### config.mk
export PLATFORM = sky130hd
export DESIGN_NAME = conv2d_window_reader
export DESIGN_NICKNAME = d
export VERILOG_FILES = /design/src/rtl/conv2d_window_reader.sv
export SDC_FILE = /design/constraint.sdc
export NUM_CORES = 2
export LEC_CHECK = 0
export BUFFER_PORTS_ARGS = -buffer_cell sky130_fd_sc_hd__buf_2
export CORE_ASPECT_RATIO = 1.2
export CORE_UTILIZATION = 45
export DETAILED_ROUTE_END_ITERATION = 10
export GPL_ROUTABILITY_DRIVEN = 1
export GPL_TIMING_DRIVEN = 0
export HOLD_SLACK_MARGIN = 0.08
export MAX_ROUTING_LAYER = met4
export PLACE_DENSITY = 0.64
export SYNTH_ARGS = -nofsm -noshare
export SYNTH_HDL_FRONTEND = slang
export SYNTH_SLANG_ARGS = --single-unit
### constraint.sdc
create_clock -name clk -period 18.02 [get_ports clk]
set_input_delay 2.703 -clock clk [delete_from_list [all_inputs] [get_ports clk]]
set_output_delay 2.703 -clock clk [all_outputs]
set_load 0.02 [all_outputs]
### src/rtl/conv2d_window_reader.sv
// conv2d_window_reader
// Read-side feeder for the 2D convolution engine. Issues word-addressed reads
// for all weights, then for every output pixel its in-bounds window pixels
// (halo positions are skipped without a request). Responses are buffered in a
// first-word-fall-through FIFO and streamed out as valid/ready. Requests are
// credit-limited so that outstanding reads plus buffered words never exceed
// the FIFO depth, which means a response can never be dropped.
module conv2d_window_reader #(
  parameter int WT_DIM     = 3,
  parameter int DWIDTH     = 32,
  parameter int AWIDTH     = 32,
  parameter int FIFO_DEPTH = 4
) (
  input  logic              clk,
  input  logic              rst,
  input  logic              start,
  output logic              idle,
  input  logic [31:0]       fm_dim,
  input  logic [AWIDTH-1:0] wt_base_addr,
  input  logic [AWIDTH-1:0] fm_base_addr,
  output logic [AWIDTH-1:0] req_addr,
  output logic              req_valid,
  input  logic              req_ready,
  input  logic [DWIDTH-1:0] resp_data,
  input  logic              resp_valid,
  output logic [DWIDTH-1:0] out_data,
  output logic              out_valid,
  input  logic              out_ready
);

  localparam int PTR_W = (FIFO_DEPTH > 1) ? $clog2(FIFO_DEPTH) : 1;
  // Wide enough to hold inflight + fifo_count (up to 2*FIFO_DEPTH).
  localparam int CNT_W = $clog2(FIFO_DEPTH) + 2;

  localparam logic [31:0]        K_DIM    = 32'(WT_DIM);
  localparam logic [31:0]        K_LAST   = 32'(WT_DIM - 1);
  localparam logic signed [31:0] K_HALF   = 32'(WT_DIM / 2);
  localparam logic [CNT_W-1:0]   CNT_ZERO = {CNT_W{1'b0}};
  localparam logic [CNT_W-1:0]   CNT_ONE  = CNT_W'(1);
  localparam logic [CNT_W-1:0]   DEPTH_C  = CNT_W'(FIFO_DEPTH);
  localparam logic [PTR_W-1:0]   PTR_ZERO = {PTR_W{1'b0}};
  localparam logic [PTR_W-1:0]   PTR_ONE  = PTR_W'(1);
  localparam logic [PTR_W-1:0]   PTR_LAST = PTR_W'(FIFO_DEPTH - 1);

  typedef enum logic [1:0] {
    ST_IDLE  = 2'd0,
    ST_WT    = 2'd1,
    ST_FM    = 2'd2,
    ST_DRAIN = 2'd3
  } state_t;

  state_t state_r;
  state_t state_next_s;

  // Window counters (m row, n col) and output-pixel counters (x col, y row).
  logic [31:0] m_r;
  logic [31:0] n_r;
  logic [31:0] x_r;
  logic [31:0] y_r;

  logic [CNT_W-1:0]  inflight_r;
  logic [CNT_W-1:0]  fifo_count_r;
  logic [PTR_W-1:0]  wr_ptr_r;
  logic [PTR_W-1:0]  rd_ptr_r;
  logic [DWIDTH-1:0] fifo_mem_r [FIFO_DEPTH];

  logic signed [31:0] idx_s;
  logic signed [31:0] idy_s;
  logic [31:0]        fm_off_s;
  logic [31:0]        wt_off_s;
  logic               halo_s;
  logic               credit_s;
  logic               fire_s;
  logic               skip_s;
  logic               step_s;
  logic               win_last_s;
  logic               pix_last_s;
  logic               push_s;
  logic               pop_s;

  // Feature-map coordinate of the current window position; negative or
  // >= fm_dim means the position lies in the zero-padding halo.
  assign idx_s    = $signed(x_r) + $signed(n_r) - K_HALF;
  assign idy_s    = $signed(y_r) + $signed(m_r) - K_HALF;
  assign halo_s   = idx_s[31] | idy_s[31] |
                    ($unsigned(idx_s) >= fm_dim) | ($unsigned(idy_s) >= fm_dim);
  assign fm_off_s = $unsigned(idy_s) * fm_dim + $unsigned(idx_s);
  assign wt_off_s = m_r * K_DIM + n_r;

  assign credit_s   = (inflight_r + fifo_count_r) < DEPTH_C;
  assign fire_s     = req_valid & req_ready;
  assign skip_s     = (state_r == ST_FM) & halo_s;
  assign step_s     = fire_s | skip_s;
  assign win_last_s = (m_r == K_LAST) && (n_r == K_LAST);
  assign pix_last_s = (x_r == fm_dim - 32'd1) && (y_r == fm_dim - 32'd1);

  // A response arriving with nothing outstanding is a protocol error: dropped.
  assign push_s    = resp_valid & (inflight_r != CNT_ZERO);
  assign out_valid = (fifo_count_r != CNT_ZERO);
  assign pop_s     = out_valid & out_ready;
  assign out_data  = fifo_mem_r[rd_ptr_r];
  assign idle      = (state_r == ST_IDLE);

  // Request valid/address: weights in WT, in-bounds window pixels in FM.
  always_comb begin
    req_valid = 1'b0;
    req_addr  = wt_base_addr + AWIDTH'(wt_off_s);
    case (state_r)
      ST_WT: begin
        req_valid = credit_s;
      end
      ST_FM: begin
        req_valid = credit_s & ~halo_s;
        req_addr  = fm_base_addr + AWIDTH'(fm_off_s);
      end
      default: begin
        req_valid = 1'b0;
      end
    endcase
  end

  // Next-state logic of the pass sequencer.
  always_comb begin
    state_next_s = state_r;
    case (state_r)
      ST_IDLE: begin
        if (start) begin
          state_next_s = ST_WT;
        end else begin
          state_next_s = ST_IDLE;
        end
      end
      ST_WT: begin
        if (fire_s && win_last_s) begin
          state_next_s = ST_FM;
        end else begin
          state_next_s = ST_WT;
        end
      end
      ST_FM: begin
        if (step_s && win_last_s && pix_last_s) begin
          state_next_s = ST_DRAIN;
        end else begin
          state_next_s = ST_FM;
        end
      end
      ST_DRAIN: begin
        if ((inflight_r == CNT_ZERO) && (fifo_count_r == CNT_ZERO)) begin
          state_next_s = ST_IDLE;
        end else begin
          state_next_s = ST_DRAIN;
        end
      end
      default: begin
        state_next_s = ST_IDLE;
      end
    endcase
  end

  // State register.
  always_ff @(posedge clk) begin
    if (rst) begin
      state_r <= ST_IDLE;
    end else begin
      state_r <= state_next_s;
    end
  end

  // Window/pixel counters: advance on a fired request or a halo skip.
  always_ff @(posedge clk) begin
    if (rst || ((state_r == ST_IDLE) && start)) begin
      m_r <= 32'd0;
      n_r <= 32'd0;
      x_r <= 32'd0;
      y_r <= 32'd0;
    end else if (step_s) begin
      if (n_r == K_LAST) begin
        n_r <= 32'd0;
        if (m_r == K_LAST) begin
          m_r <= 32'd0;
          if (state_r == ST_FM) begin
            if (x_r == fm_dim - 32'd1) begin
              x_r <= 32'd0;
              if (y_r == fm_dim - 32'd1) begin
                y_r <= 32'd0;
              end else begin
                y_r <= y_r + 32'd1;
              end
            end else begin
              x_r <= x_r + 32'd1;
            end
          end
        end else begin
          m_r <= m_r + 32'd1;
        end
      end else begin
        n_r <= n_r + 32'd1;
      end
    end
  end

  // Outstanding-read counter: up on request fire, down on accepted response.
  always_ff @(posedge clk) begin
    if (rst) begin
      inflight_r <= CNT_ZERO;
    end else begin
      case ({fire_s, push_s})
        2'b10:   inflight_r <= inflight_r + CNT_ONE;
        2'b01:   inflight_r <= inflight_r - CNT_ONE;
        default: inflight_r <= inflight_r;
      endcase
    end
  end

  // FIFO pointers and occupancy.
  always_ff @(posedge clk) begin
    if (rst) begin
      wr_ptr_r     <= PTR_ZERO;
      rd_ptr_r     <= PTR_ZERO;
      fifo_count_r <= CNT_ZERO;
    end else begin
      if (push_s) begin
        wr_ptr_r <= (wr_ptr_r == PTR_LAST) ? PTR_ZERO : wr_ptr_r + PTR_ONE;
      end
      if (pop_s) begin
        rd_ptr_r <= (rd_ptr_r == PTR_LAST) ? PTR_ZERO : rd_ptr_r + PTR_ONE;
      end
      case ({push_s, pop_s})
        2'b10:   fifo_count_r <= fifo_count_r + CNT_ONE;
        2'b01:   fifo_count_r <= fifo_count_r - CNT_ONE;
        default: fifo_count_r <= fifo_count_r;
      endcase
    end
  end

  // FIFO storage; contents are meaningless while the slot is not occupied.
  always_ff @(posedge clk) begin
    if (push_s) begin
      fifo_mem_r[wr_ptr_r] <= resp_data;
    end
  end

endmodule

# == Word-level counts from Yosys, hierarchy flattened ==
# Memories as Yosys holds them, arrays and structs flattened. A register that Yosys moved wholly into a read port is not among the register bits.
# Cells that the tools add are included.
# totals
reg_bits,142
ramBits,128
out_inout_bits,67
memories,1
# op_classes
addsub,20
multipliers,2
magnitude_cmp,3
eq_ne,13
muxes,19
n_bitwise,10
reduce_logical,18
# memory_table
name,depth,word_bits,read_ports,rd_clocked_by_memory_dff,write_ports,line,rtl
fifo_mem_r,4,32,1,1,1,65,logic [DWIDTH-1:0] fifo_mem_r [FIFO_DEPTH];
# ops
cell,count
$add A32 B32 Y32,6
$mux W32,5
$add A32 B1 Y32 const B,4
$eq A32 B2 Y1 const B,2
$eq A32 B32 Y1,2
$ge A32 B32 Y1,2
$sub A32 B2 Y32 const B,2
$mul A32 B2 Y32 const B,1
$mul A32 B32 Y32,1
$sub A32 B1 Y32 const B,1
$pmux W4 S2,2
$eq A2 B2 Y1 const B,6
$mux W2,6
$add A4 B1 Y4 const B,2
$logic_not A4 Y1,2
$pmux W2 S4,1
$reduce_bool A4 Y1,2
$sub A4 B1 Y4 const B,2
$logic_and A1 B1 Y1,7
$eq A2 B1 Y1 const B,3
$and A1 B1 Y1,5
$reduce_and A5 Y1,1
$add A2 B1 Y2 const B,2
$add A4 B4 Y4,1
10 further kinds,17

# == Logic depth before layout (Yosys ltp) ==
# logic_depth
depth_word,14
depth_mapped,43
depth_no_buf,43

# == Least setup slack after synthesis ==
# No wires, ideal clock.
# synth_path
kind,flip-flop to output port
start,reg m_r[2]
end,out req_addr[31]
arrival_time_ps,11018
t_required_ps,15317
path_slack_ps,4299
path_stages_with_launch,41
path_buffers,0
path_cell_list,dfxtp_1 > inv_1 > ha_1 > inv_1 > ha_1 > a211oi_1 > o21bai_1 > a21o_1 > a221o_1 > o311ai_0 > a21oi_1 > or3_1 > a31oi_1 > xnor2_1 > and2_1 > fa_1 > inv_1 > fa_1 > [5 not listed] > fa_1 > fa_1 > fa_1 > xnor2_1 > xnor2_1 > xnor2_1 > xnor3_1 > xor3_1 > xnor3_1 > xnor3_1 > xor3_1 > xnor3_1 > xnor3_1 > xor2_1 > nor3_1 > o31a_1 > o21ai_0 > o211ai_1
# synth_via
elab_chain_cells,6
word_cells_on_any_way,9
cone_classes,add/sub (6); mul (2); mux (1)
# synth_lines
element,line,rtl
start: declaration,56,logic [31:0] m_r;
start signal: assignment,194,m_r <= m_r + 32'd1;
$add A32 B32 Y32,84,assign idy_s = $signed(y_r) + $signed(m_r) - K_HALF;
$sub A32 B2 Y32,84,
$mul A32 B32 Y32,87,assign fm_off_s = $unsigned(idy_s) * fm_dim + $unsigned(idx_s);
$add A32 B32 Y32,87,
$add A32 B32 Y32,114,req_addr = fm_base_addr + AWIDTH'(fm_off_s);
$mux W32 (*),108,case (state_r)
end: declaration,21,"output logic [AWIDTH-1:0] req_addr,"
# Mark *: on every way between the ends. The rest lies on a longest branch, timed or not.

# == Worst setup path in the final report ==
# layout_path
start,reg m_r[7]
end,out req_addr[31]
# The elaborated chain is that of the path after synthesis.

==> metrics.txt <==
most frequent cell after synthesis=inv_1; area of the multi-input gates=29430 um2; crit-path max FO=10; clk_lat worst skew=0.59 ns; 1st-pass router iterations=9; register area=6726 um2; Die Wd=273.9 um; Cell variety after synth=92; Sink Count=272; critical path class=register to output port; final setup violation count=0; Final TNS setup=0 ns; reg-to-reg startpoint=m_r[7]$_SDFFE_PP0P_; fraction of layout cells with a size suffix above 1=7.455%; Setup Skew=0.01178 ns; Max Slew Vio Count=0; RSZ-0062 raised after global routing=no; Crit-path slowest cell=xnor2_1; clk root buf=clkbuf_16; f_max=59.50 MHz; fillers=8459; Seq/Total Area, Yosys=16.84%; # rows=119; post-synthesis register bit count=272; vias in the first global route=32540; WP data required=15.32 ns; ranking of synthesized cells by area=fa_1 (27%), ha_1 (14%), edfxtp_1 (9.6%), inv_1 (8.1%), dfxtp_1 (7.2%); # DRC=28; Layout Utilization=49.48%; Setup WS pre-CTS=1.940 ns; Slew Limit Headroom=4.447%; Final nets=5679; r2r worst-path depth=33; I/O Pins=201; via count=31800; TritonCTS buffer count=31; Synth async-reset ratio=0%; Post-DRT Antenna Nets=0; synth-to-layout area growth=8.854%; total track usage=32.36%; Max H-tree Level=1; minimum clock period=16.81 ns; fin crit share=93.27%; largest net degree at the start of global routing=33; post_cts resized=0; GPL Wtd Cong=1.036; Max-Cap Viols=0; iteration-0 DRC count of the detailed router=2509; Critical Path Max Stage Delay=0.87 ns; total core area=87850 um2; vias per cell=5.526; Worst setup EP type=output port; reg2reg setup slack=8.93 ns; Initial Util=45.46%; Synth top area share=26.67%; Final Hold Fails=0; Post-synth top flop=dfxtp_1; Routed wire per std cell=24.24 um; port bufs=197; Synth Cell Area=39930 um2; post-CTS setup buffers=0; Die H=328.3 um; Hold Path Depth=2; YS warnings=0; hold slack=0.4654 ns; first-pass GRT wire length=205800 um; syn_area_per_cell=9.187 um2; failing checks=DRC; most used cell, CP=inv_1; CTS tree=built; Overflow after GRT=0; Worst Path Arrival=14.10 ns; Worst Hold Class=register to register; Clock transition at path regs=0.06 ns; number of synthesized flops with an enable pin=128; Worst Hold End=x_r[22]$_SDFFE_PP0P_; Critical R2R Capture=inflight_r[3]$_SDFFE_PP0P_; die area=89940 um2; Hold Startpoint=x_r[22]$_SDFFE_PP0P_; nature of the critical path startpoint=register; commonest cells in the netlist=inv_1 (861), fa_1 (532), ha_1 (435); DPL Wire Length=116800 um; initial antenna violation count=7; final setup margin=1.213 ns; Net Count, Synth=5448; CTS Hold Bufs=0; clock buffer depth=3; post-synth top area cell=fa_1; Post-Synthesis Cells=4347; run status=finished with violations; Worst Tran Pin Value=1.433 ns; DRT Wirelength=139500 um
-- critical path: cells and delay by family (launching register included) --
kind	cells	cell delay, ns
adder cells (fa/ha/maj)	11	5.20
AND/OR/NAND/NOR	6	1.59
XOR/XNOR	2	1.16
AO/OA/AOI/OAI	10	3.37
flip-flops	1	0.51
buffers and inverters	12	1.64
-- cells in the final DEF (no fill, tap or decap), drive strengths merged, types with 15 or more instances in the layout --
cell type	count
a21o	72
a21oi	153
a31oi	29
and2	200
and3	34
buf	225
clkbuf	142
dfxtp	144
edfxtp	128
fa	532
ha	435
inv	866
mux4	32
nand2	334
nand2b	25
nand3	60
nand4	50
nor2	299
nor2b	26
nor3	96
nor4	39
o21a	21
o21ai	84
or2	15
or3	43
xnor2	282
xor2	49
-- flip-flops by register name, indices dropped and copies added (netlist names), named ones only --
register and cells:
fifo_mem_r 128, m_r 32, n_r 32, x_r 32
y_r 32, fifo_count_r 4, inflight_r 4, rd_ptr_r 2
state_r 2, wr_ptr_r 2
-- how the worst max path moves through the flow --
stage / from / end / slack [ns] / depth (start not counted)
finish: m_r[7]$_SDFFE_PP0P_ / req_addr[31] / 1.21 / 41
detailed placement: fm_dim[0] / req_addr[31] / 1.94 / 33
global placement: fm_dim[0] / req_addr[31] / 1.95 / 30
CTS: m_r[7]$_SDFFE_PP0P_ / req_addr[31] / 1.43 / 41
global route: m_r[7]$_SDFFE_PP0P_ / req_addr[31] / 0.86 / 41
floorplan: m_r[2]$_SDFFE_PP0P_ / req_addr[31] / 4.30 / 40
-- logic make-up (layout without fill, tap and decap cells) --
logic type,Yosys count,in the layout,share of synthesized area (%)
and+or+nand+nor,1251,1251,15.35
muxes,42,42,2.062
buffers and inverters,998,1252,9.562
AOI/OAI and AO/OA,472,472,7.827
adders and majority gates,967,967,40.30
other,0,5,0
xor gates and xnor gates,345,345,8.062
DFF,272,272,16.84
-- cell type report --
type | count | share of cell area, %
plain buffers | 127 | 1.264
clock buffers | 42 | 1.972
flip-flops and latches | 272 | 15.47
multi-input cells | 3077 | 67.69
repair buffers | 198 | 2.294
well taps | 1149 | 3.307
inverters | 871 | 7.521
diodes | 5 | 0.02878
clock inverters | 14 | 0.4490
-- through the flow --
step,cells,instance area [um2]
4_1_cts,5750,43450
3_3_place_gp,5693,42360
2_1_floorplan,4347,39930
5_1_grt,5754,43470
3_5_place_dp,5694,42400
6_report,5755,43470
-- layer usage --
metal	share of wire, %	global-route usage (%)	routed length (um)
met5	0	-	0
met1	38	38.16	52980
met2	48	52.73	66730
met4	6.9	17.68	9558
met3	7.3	5.205	10250
Power is left out: the tool's default activity adds up to more than one toggle a clock period on the data nets, which glitch-free logic cannot reach.
